$ cat src/rtl/sdram_tester.sv
// SDRAM wrapper exerciser: single store/load, pattern fill and pattern verify with timeout.
// Define SDRAM_TESTER_LFSR_EN to replace the incrementing pattern by a Galois LFSR.
module sdram_tester #(
   parameter int DATA_W  = 16,
   parameter int ADDR_W  = 26,
   parameter int LEN_W   = 8,
   parameter int TIMEOUT = 1023
) (
   input  logic              i_clk,
   input  logic              i_rst_n,
   input  logic              i_start,
   input  logic [1:0]        i_mode,
   input  logic [ADDR_W-1:0] i_base_addr,
   input  logic [LEN_W-1:0]  i_len,
   input  logic [DATA_W-1:0] i_data,
   input  logic [DATA_W-1:0] i_seed,
   output logic              o_sdram_write,
   output logic              o_sdram_read,
   output logic [ADDR_W-1:0] o_sdram_addr,
   output logic [DATA_W-1:0] o_sdram_data,
   input  logic [DATA_W-1:0] i_sdram_data,
   input  logic              i_sdram_valid,
   output logic [DATA_W-1:0] o_rdata,
   output logic              o_busy,
   output logic              o_done,
   output logic [15:0]       o_err_cnt,
   output logic              o_timeout,
   output logic [1:0]        o_state
);

   typedef enum logic [1:0] {
      IDLE  = 2'd0,
      WRITE = 2'd1,
      READ  = 2'd2,
      DONE  = 2'd3
   } state_t;

   localparam int TO_W = $clog2(TIMEOUT + 1);

`ifdef SDRAM_TESTER_LFSR_EN
   localparam logic [DATA_W-1:0] LFSR_TAPS = DATA_W'(16'hB400);

   function automatic logic [DATA_W-1:0] pat_next(input logic [DATA_W-1:0] p);
      return (p >> 1) ^ (p[0] ? LFSR_TAPS : '0);
   endfunction

   // An all-zero state would lock the LFSR, so seed 0 is promoted to 1.
   function automatic logic [DATA_W-1:0] pat_seed(input logic [DATA_W-1:0] s);
      return (s == '0) ? DATA_W'(1) : s;
   endfunction
`else
   function automatic logic [DATA_W-1:0] pat_next(input logic [DATA_W-1:0] p);
      return p + 1'b1;
   endfunction

   function automatic logic [DATA_W-1:0] pat_seed(input logic [DATA_W-1:0] s);
      return s;
   endfunction
`endif

   state_t            state_q, state_d;
   logic              pmode_q, pmode_d;
   logic [ADDR_W-1:0] addr_q, addr_d;
   logic [DATA_W-1:0] pat_q, pat_d;
   logic [LEN_W-1:0]  cnt_q, cnt_d;
   logic              req_q, req_d;
   logic [TO_W-1:0]   to_q, to_d;
   logic [DATA_W-1:0] rdata_q, rdata_d;
   logic [15:0]       err_q, err_d;
   logic              timeout_q, timeout_d;

   // NOTE: sequential state uses non-blocking assignments only; reset is sampled on the clock edge.
   always_ff @(posedge i_clk) begin
      if (!i_rst_n) begin
         state_q   <= IDLE;
         pmode_q   <= 1'b0;
         addr_q    <= '0;
         pat_q     <= '0;
         cnt_q     <= '0;
         req_q     <= 1'b0;
         to_q      <= '0;
         rdata_q   <= '0;
         err_q     <= '0;
         timeout_q <= 1'b0;
      end else begin
         state_q   <= state_d;
         pmode_q   <= pmode_d;
         addr_q    <= addr_d;
         pat_q     <= pat_d;
         cnt_q     <= cnt_d;
         req_q     <= req_d;
         to_q      <= to_d;
         rdata_q   <= rdata_d;
         err_q     <= err_d;
         timeout_q <= timeout_d;
      end
   end

   // NOTE: every _d gets its hold value first so no path through the case infers a latch.
   always_comb begin
      state_d   = state_q;
      pmode_d   = pmode_q;
      addr_d    = addr_q;
      pat_d     = pat_q;
      cnt_d     = cnt_q;
      req_d     = req_q;
      to_d      = to_q;
      rdata_d   = rdata_q;
      err_d     = err_q;
      timeout_d = timeout_q;

      unique case (state_q)
         IDLE: begin
            if (i_start) begin
               pmode_d   = i_mode[1];
               addr_d    = i_base_addr;
               pat_d     = i_mode[1] ? pat_seed(i_seed) : i_data;
               cnt_d     = i_mode[1] ? i_len : LEN_W'(1);
               to_d      = '0;
               err_d     = '0;
               timeout_d = 1'b0;
               if (i_mode[1] && (i_len == '0)) begin
                  req_d   = 1'b0;
                  state_d = DONE;
               end else begin
                  req_d   = 1'b1;
                  state_d = i_mode[0] ? READ : WRITE;
               end
            end
         end

         WRITE, READ: begin
            if (req_q) begin
               if (i_sdram_valid) begin
                  // Dropping the request after each ack yields the mandatory idle cycle.
                  req_d = 1'b0;
                  to_d  = '0;
                  if (state_q == READ) begin
                     rdata_d = i_sdram_data;
                     if (pmode_q && (i_sdram_data != pat_q) && (err_q != 16'hFFFF))
                        err_d = err_q + 16'd1;
                  end
                  if (cnt_q == LEN_W'(1)) begin
                     state_d = DONE;
                  end else begin
                     cnt_d  = cnt_q - 1'b1;
                     addr_d = addr_q + 1'b1;
                     if (pmode_q)
                        pat_d = pat_next(pat_q);
                  end
               end else if (to_q == TO_W'(TIMEOUT - 1)) begin
                  req_d     = 1'b0;
                  timeout_d = 1'b1;
                  state_d   = DONE;
               end else begin
                  to_d = to_q + 1'b1;
               end
            end else begin
               req_d = 1'b1;
            end
         end

         DONE: state_d = IDLE;

         default: state_d = IDLE;
      endcase
   end

   assign o_sdram_write = (state_q == WRITE) && req_q;
   assign o_sdram_read  = (state_q == READ) && req_q;
   assign o_sdram_addr  = addr_q;
   assign o_sdram_data  = pat_q;
   assign o_rdata       = rdata_q;
   assign o_busy        = (state_q == WRITE) || (state_q == READ);
   assign o_done        = (state_q == DONE);
   assign o_err_cnt     = err_q;
   assign o_timeout     = timeout_q;
   assign o_state       = state_q;

endmodule
$ cat config.mk
export PLATFORM = sky130hd
export DESIGN_NAME = sdram_tester
export DESIGN_NICKNAME = d
export VERILOG_FILES = /design/src/rtl/sdram_tester.sv
export SDC_FILE = /design/constraint.sdc
export NUM_CORES = 1
export LEC_CHECK = 0
export CORE_MARGIN = 3
export CORE_UTILIZATION = 30
export DETAILED_ROUTE_END_ITERATION = 16
export PLACE_DENSITY = 0.59
export SLEW_MARGIN = 20
export SYNTH_ARGS = -nofsm -noshare
export SYNTH_HDL_FRONTEND = slang
export SYNTH_SLANG_ARGS = --single-unit
export TNS_END_PERCENT = 50
$ cat constraint.sdc
create_clock -name i_clk -period 5.2 [get_ports i_clk]
set_input_delay 0.52 -clock i_clk [delete_from_list [all_inputs] [get_ports i_clk]]
set_output_delay 0.52 -clock i_clk [all_outputs]
set_load 0.01 [all_outputs]
==> run_results.csv <==
group,metric,value,unit
finish,diodes,0,
grt,via_count_of_the_first_global_routing_pass,5291,
routing,per_cell_via_count_in_the_routed_design,5.24,
critical_path,kind_of_launch_point_of_the_worst_setup_path,"flip-flop",
synthesis,syn-num-nets,822,
finish,fin_area,7770,um2
timing,worst-slew-pin-transition,0.979,ns
synthesis,synth.distinct_cells,62,
synthesis,synth_seq_cells,97,
timing,timing.fmax,298,MHz
routing,drt_first_iter_violations,333,
cts,cts.repair_timing.setup_buffer_count,0,
cts,numCtsBuffers,9,
floorplanning,die_y,143,um
timing,grt_setup_unrepaired,"false",
power_and_ir_drop,p_leak,2.72,nW
critical_path,data_arrival_time_at_the_worst_slack_endpoint,2.84,ns
routing,detailroute.via_count,5750,
cts,cells_resized_by_post_cts_repair,0,
run,max_cap_viols,0,
critical_path,critical_path.n_buffers_inverters,3,
grt,overall_global_routing_resource_usage,17.8,%
hold_path,worst_hold_path.num_cells,2,
finish,area_delta_synth_final,38.2,%
synthesis,synth-edff-count,0,
cts,holdBufCountCts,0,
place,gp_congestion,0.823,
power_and_ir_drop,internal_power,0.00196,W
floorplanning,core.rowCount,49,
hold_path,hold_path.startpoint,"o_rdata[3]",
power_and_ir_drop,power-per-cell-area,439,nW/um2
cts,root_buffer,"sky130_fd_sc_hd__clkbuf_16",
routing,drcViolationCount,0,
synthesis,synth_ff_type,"sky130_fd_sc_hd__dfxtp_1",
cts,numClockSinks,97,
critical_path,regToRegEndpoint,"cnt_q[2]",
timing,hold_violations,0,
finish,fill_cells,1821,
routing,drt-pass1-iter-count,5,
critical_path,reg2reg_depth,7,
synthesis,synth_seq_area_share,34.6,%
timing,clock_skew,0.00768,ns
power_and_ir_drop,peakVddDrop,0.000189,V
timing,count_of_endpoints_failing_setup_in_the_final_report,0,
routing,routed_wirelength,18.4,mm
synthesis,yosys_warnings,0,
place,postPlaceCellArea,7470,um2
timing,slew_headroom,34.7,%
critical_path,critical_path_class,"flip-flop to output port",
cts,clk_transition_reported_paths,0.07,ns
place,dp_cells,1081,
place,dp_hpwl,13.3,mm
run_status,outcome,"finished, final reports clean",
critical_path,crit_family,"buffers and inverters",
floorplanning,die_area,20400,um2
grt,grt_start_max_net_pins,58,
cts,htree_num_levels,3,
critical_path,slowest_stage,"sky130_fd_sc_hd__ha_2",
critical_path,cp_required,4.68,ns
finish,nNetsFinal,963,
timing,timing.final.max_slew_violations,0,
power_and_ir_drop,power.share.sequential,33.7,%
place,port_buffers,168,
critical_path,r2r_slack,2.00,ns
timing,setup_tns,0,ns
finish,post_layout_instance_count_excluding_filler_cells,1097,
critical_path,critPathMaxStageDelay,0.82,ns
synthesis,syn-instance-count,722,
cts,clk-insertion-delay-late,0.36,ns
finish,final_layout_size_suffix_gt1_share,4.84,%
synthesis,synth_area_per_cell,7.78,um2
floorplanning,die_w,143,um
grt,grt_pass1_wl,29.1,mm
hold_path,hold_path_end,"o_rdata[3]",
critical_path,critical_path.cell_chain,"inv_1 -> ha_2 -> buf_4 -> clkdlybuf4s50_1",
timing,post_route_minimum_period,3.36,ns
floorplanning,floorplan.initialDensity,30.9,%
hold_path,hold_path.class,"flip-flop to flip-flop",
critical_path,worst-path-max-fanout,42,
timing,whs,0.457,ns
floorplanning,placeableCoreArea,18200,um2
routing,wl_per_cell,16.8,um
power_and_ir_drop,p_total,0.00341,W
cts,cts_tree,"built",
synthesis,synth_area,5620,um2
critical_path,worst_r2r_startpoint,"o_state[0]",
timing,final.period_utilization,64.6,%
cts,ctsLongestPathBuffers,2,
power_and_ir_drop,p_switching,0.00144,W
power_and_ir_drop,p_clk_share,20.3,%
routing,antenna_violating_nets_post_route,0,
power_and_ir_drop,p_sw_share,42.4,%
floorplanning,top_level_ports,169,
critical_path,end_kind,"output port",
synthesis,synthArstFlopShare,0,%
grt,total_gr_overflow,0,
grt,grt_antenna_before_repair,0,
power_and_ir_drop,comb_power_share,45.9,%
==> cells by family (layout without fill, tap and decap cells) <==
family | after synthesis | in the layout | share of synthesized area (%)
buf+inv | 63 | 209 | 4.47
flops | 97 | 97 | 34.6
compound gates | 210 | 210 | 24.8
simple gates | 286 | 286 | 24.4
fa+ha+maj | 12 | 12 | 2.67
mux | 26 | 26 | 4.70
xor+xnor | 28 | 28 | 4.36
==> registers in the layout (all words and copies together) (netlist names) <==
| signal | cells |
|---|---|
| cnt_q | 8 |
| o_err_cnt | 16 |
| o_rdata | 16 |
| o_sdram_addr | 26 |
| o_sdram_data | 16 |
| o_state | 2 |
| o_timeout | 1 |
| pmode_q | 1 |
| req_q | 1 |
| to_q | 10 |
==> metrics by stage <==
stage	setup slack (ns)	utilization (%)
final	1.84	42.7
after global routing	1.66	42.7
after global placement	2.08	41.0
after CTS	1.80	42.7
after floorplan	2.82	-
after detailed placement	1.99	41.0
==> routing by layer <==
metal	up-vias	global-route usage, %	wire length, um
li1	2954	-	-
met1	2599	24.2	8510
met2	186	28.2	8380
met3	11	5.49	1340
met4	0	3.45	164
met5	-	0	0
==> power by group through the flow <==
stage | combinational (W) | clock, W | sequential (W)
2_1_floorplan | 0.000972 | 0 | 0.00114
3_3_place_gp | 0.00156 | 0 | 0.00116
5_1_grt | 0.00174 | 0.000744 | 0.00118
4_1_cts | 0.00158 | 0.000718 | 0.00115
6_report | 0.00157 | 0.000693 | 0.00115
3_5_place_dp | 0.00157 | 0 | 0.00116
==> cells in the mapped netlist, types with 13 or more instances <==
library cell,instances,share of area [%]
sky130_fd_sc_hd__nor4_1,17,1.9
sky130_fd_sc_hd__o21ai_0,30,2.7
sky130_fd_sc_hd__inv_1,18,1.2
sky130_fd_sc_hd__nor3_1,22,2.0
sky130_fd_sc_hd__clkbuf_1,33,2.2
sky130_fd_sc_hd__a21oi_1,69,6.1
sky130_fd_sc_hd__nand4_1,17,1.9
sky130_fd_sc_hd__a22oi_1,13,1.7
sky130_fd_sc_hd__xor2_1,21,3.3
sky130_fd_sc_hd__mux2i_1,23,4.1
sky130_fd_sc_hd__o22ai_1,13,1.4
sky130_fd_sc_hd__nor2_1,63,4.2
sky130_fd_sc_hd__nand3_1,23,2.0
sky130_fd_sc_hd__nand2_1,93,6.2
sky130_fd_sc_hd__dfxtp_1,97,35
==> tightest hold or removal path, delay by kind of cell, from the launching register on <==
| kind | cells | cell delay [ns] |
|---|---|---|
| AND/OR/NAND/NOR | 1 | 0.05 |
| flip-flops | 1 | 0.31 |
| AO/OA/AOI/OAI | 1 | 0.05 |
==> worst max-delay path by stage <==
stage / from / to / slack (ns) / depth (start not counted)
2_1_floorplan: o_err_cnt[0] / o_err_cnt[15] / 2.82 / 7
3_3_place_gp: i_sdram_data[14] / o_err_cnt[15] / 2.08 / 7
3_5_place_dp: o_state[0] / cnt_q[2] / 1.99 / 7
4_1_cts: o_state[0] / o_busy / 1.80 / 4
5_1_grt: o_state[0] / o_busy / 1.66 / 4
6_report: o_state[0] / o_busy / 1.84 / 4
==> final cells by class <==
| class | count | area [um2] | share of cell area, % |
|---|---|---|---|
| multi-input cells | 562 | 3440 | 44.2 |
| clock inverters | 7 | 77.6 | 0.998 |
| repair buffers | 175 | 1730 | 22.3 |
| inverters | 18 | 67.6 | 0.870 |
| clock buffers | 9 | 225 | 2.90 |
| well taps | 229 | 287 | 3.69 |
| flip-flops and latches | 97 | 1940 | 25.0 |
==> cells in the final DEF, fill, tap and decap left out, types with 5 or more instances in the layout <==
cell	Yosys	final
sky130_fd_sc_hd__clkdlybuf4s50_1	0	168
sky130_fd_sc_hd__dfxtp_1	97	97
sky130_fd_sc_hd__nand2_1	93	93
sky130_fd_sc_hd__a21oi_1	69	68
sky130_fd_sc_hd__nor2_1	63	63
sky130_fd_sc_hd__o21ai_0	30	30
sky130_fd_sc_hd__nand3_1	23	23
sky130_fd_sc_hd__mux2i_1	23	23
sky130_fd_sc_hd__nor3_1	22	22
sky130_fd_sc_hd__xor2_1	21	21
sky130_fd_sc_hd__nor4_1	17	17
sky130_fd_sc_hd__inv_1	18	17
sky130_fd_sc_hd__nand4_1	17	17
sky130_fd_sc_hd__a22oi_1	13	13
sky130_fd_sc_hd__o22ai_1	13	13
sky130_fd_sc_hd__a211oi_1	12	12
sky130_fd_sc_hd__and3_1	12	12
sky130_fd_sc_hd__ha_1	12	11
sky130_fd_sc_hd__nor2b_1	9	9
sky130_fd_sc_hd__clkbuf_16	0	9
sky130_fd_sc_hd__a31oi_1	7	7
sky130_fd_sc_hd__a32o_1	7	7
sky130_fd_sc_hd__xnor2_1	7	7
sky130_fd_sc_hd__buf_4	1	7
sky130_fd_sc_hd__and2_1	6	6
sky130_fd_sc_hd__o221a_2	6	6
sky130_fd_sc_hd__o21a_1	5	5
sky130_fd_sc_hd__nor3b_1	5	5
sky130_fd_sc_hd__o31ai_1	5	5
Power figures use the tool's default switching activity.
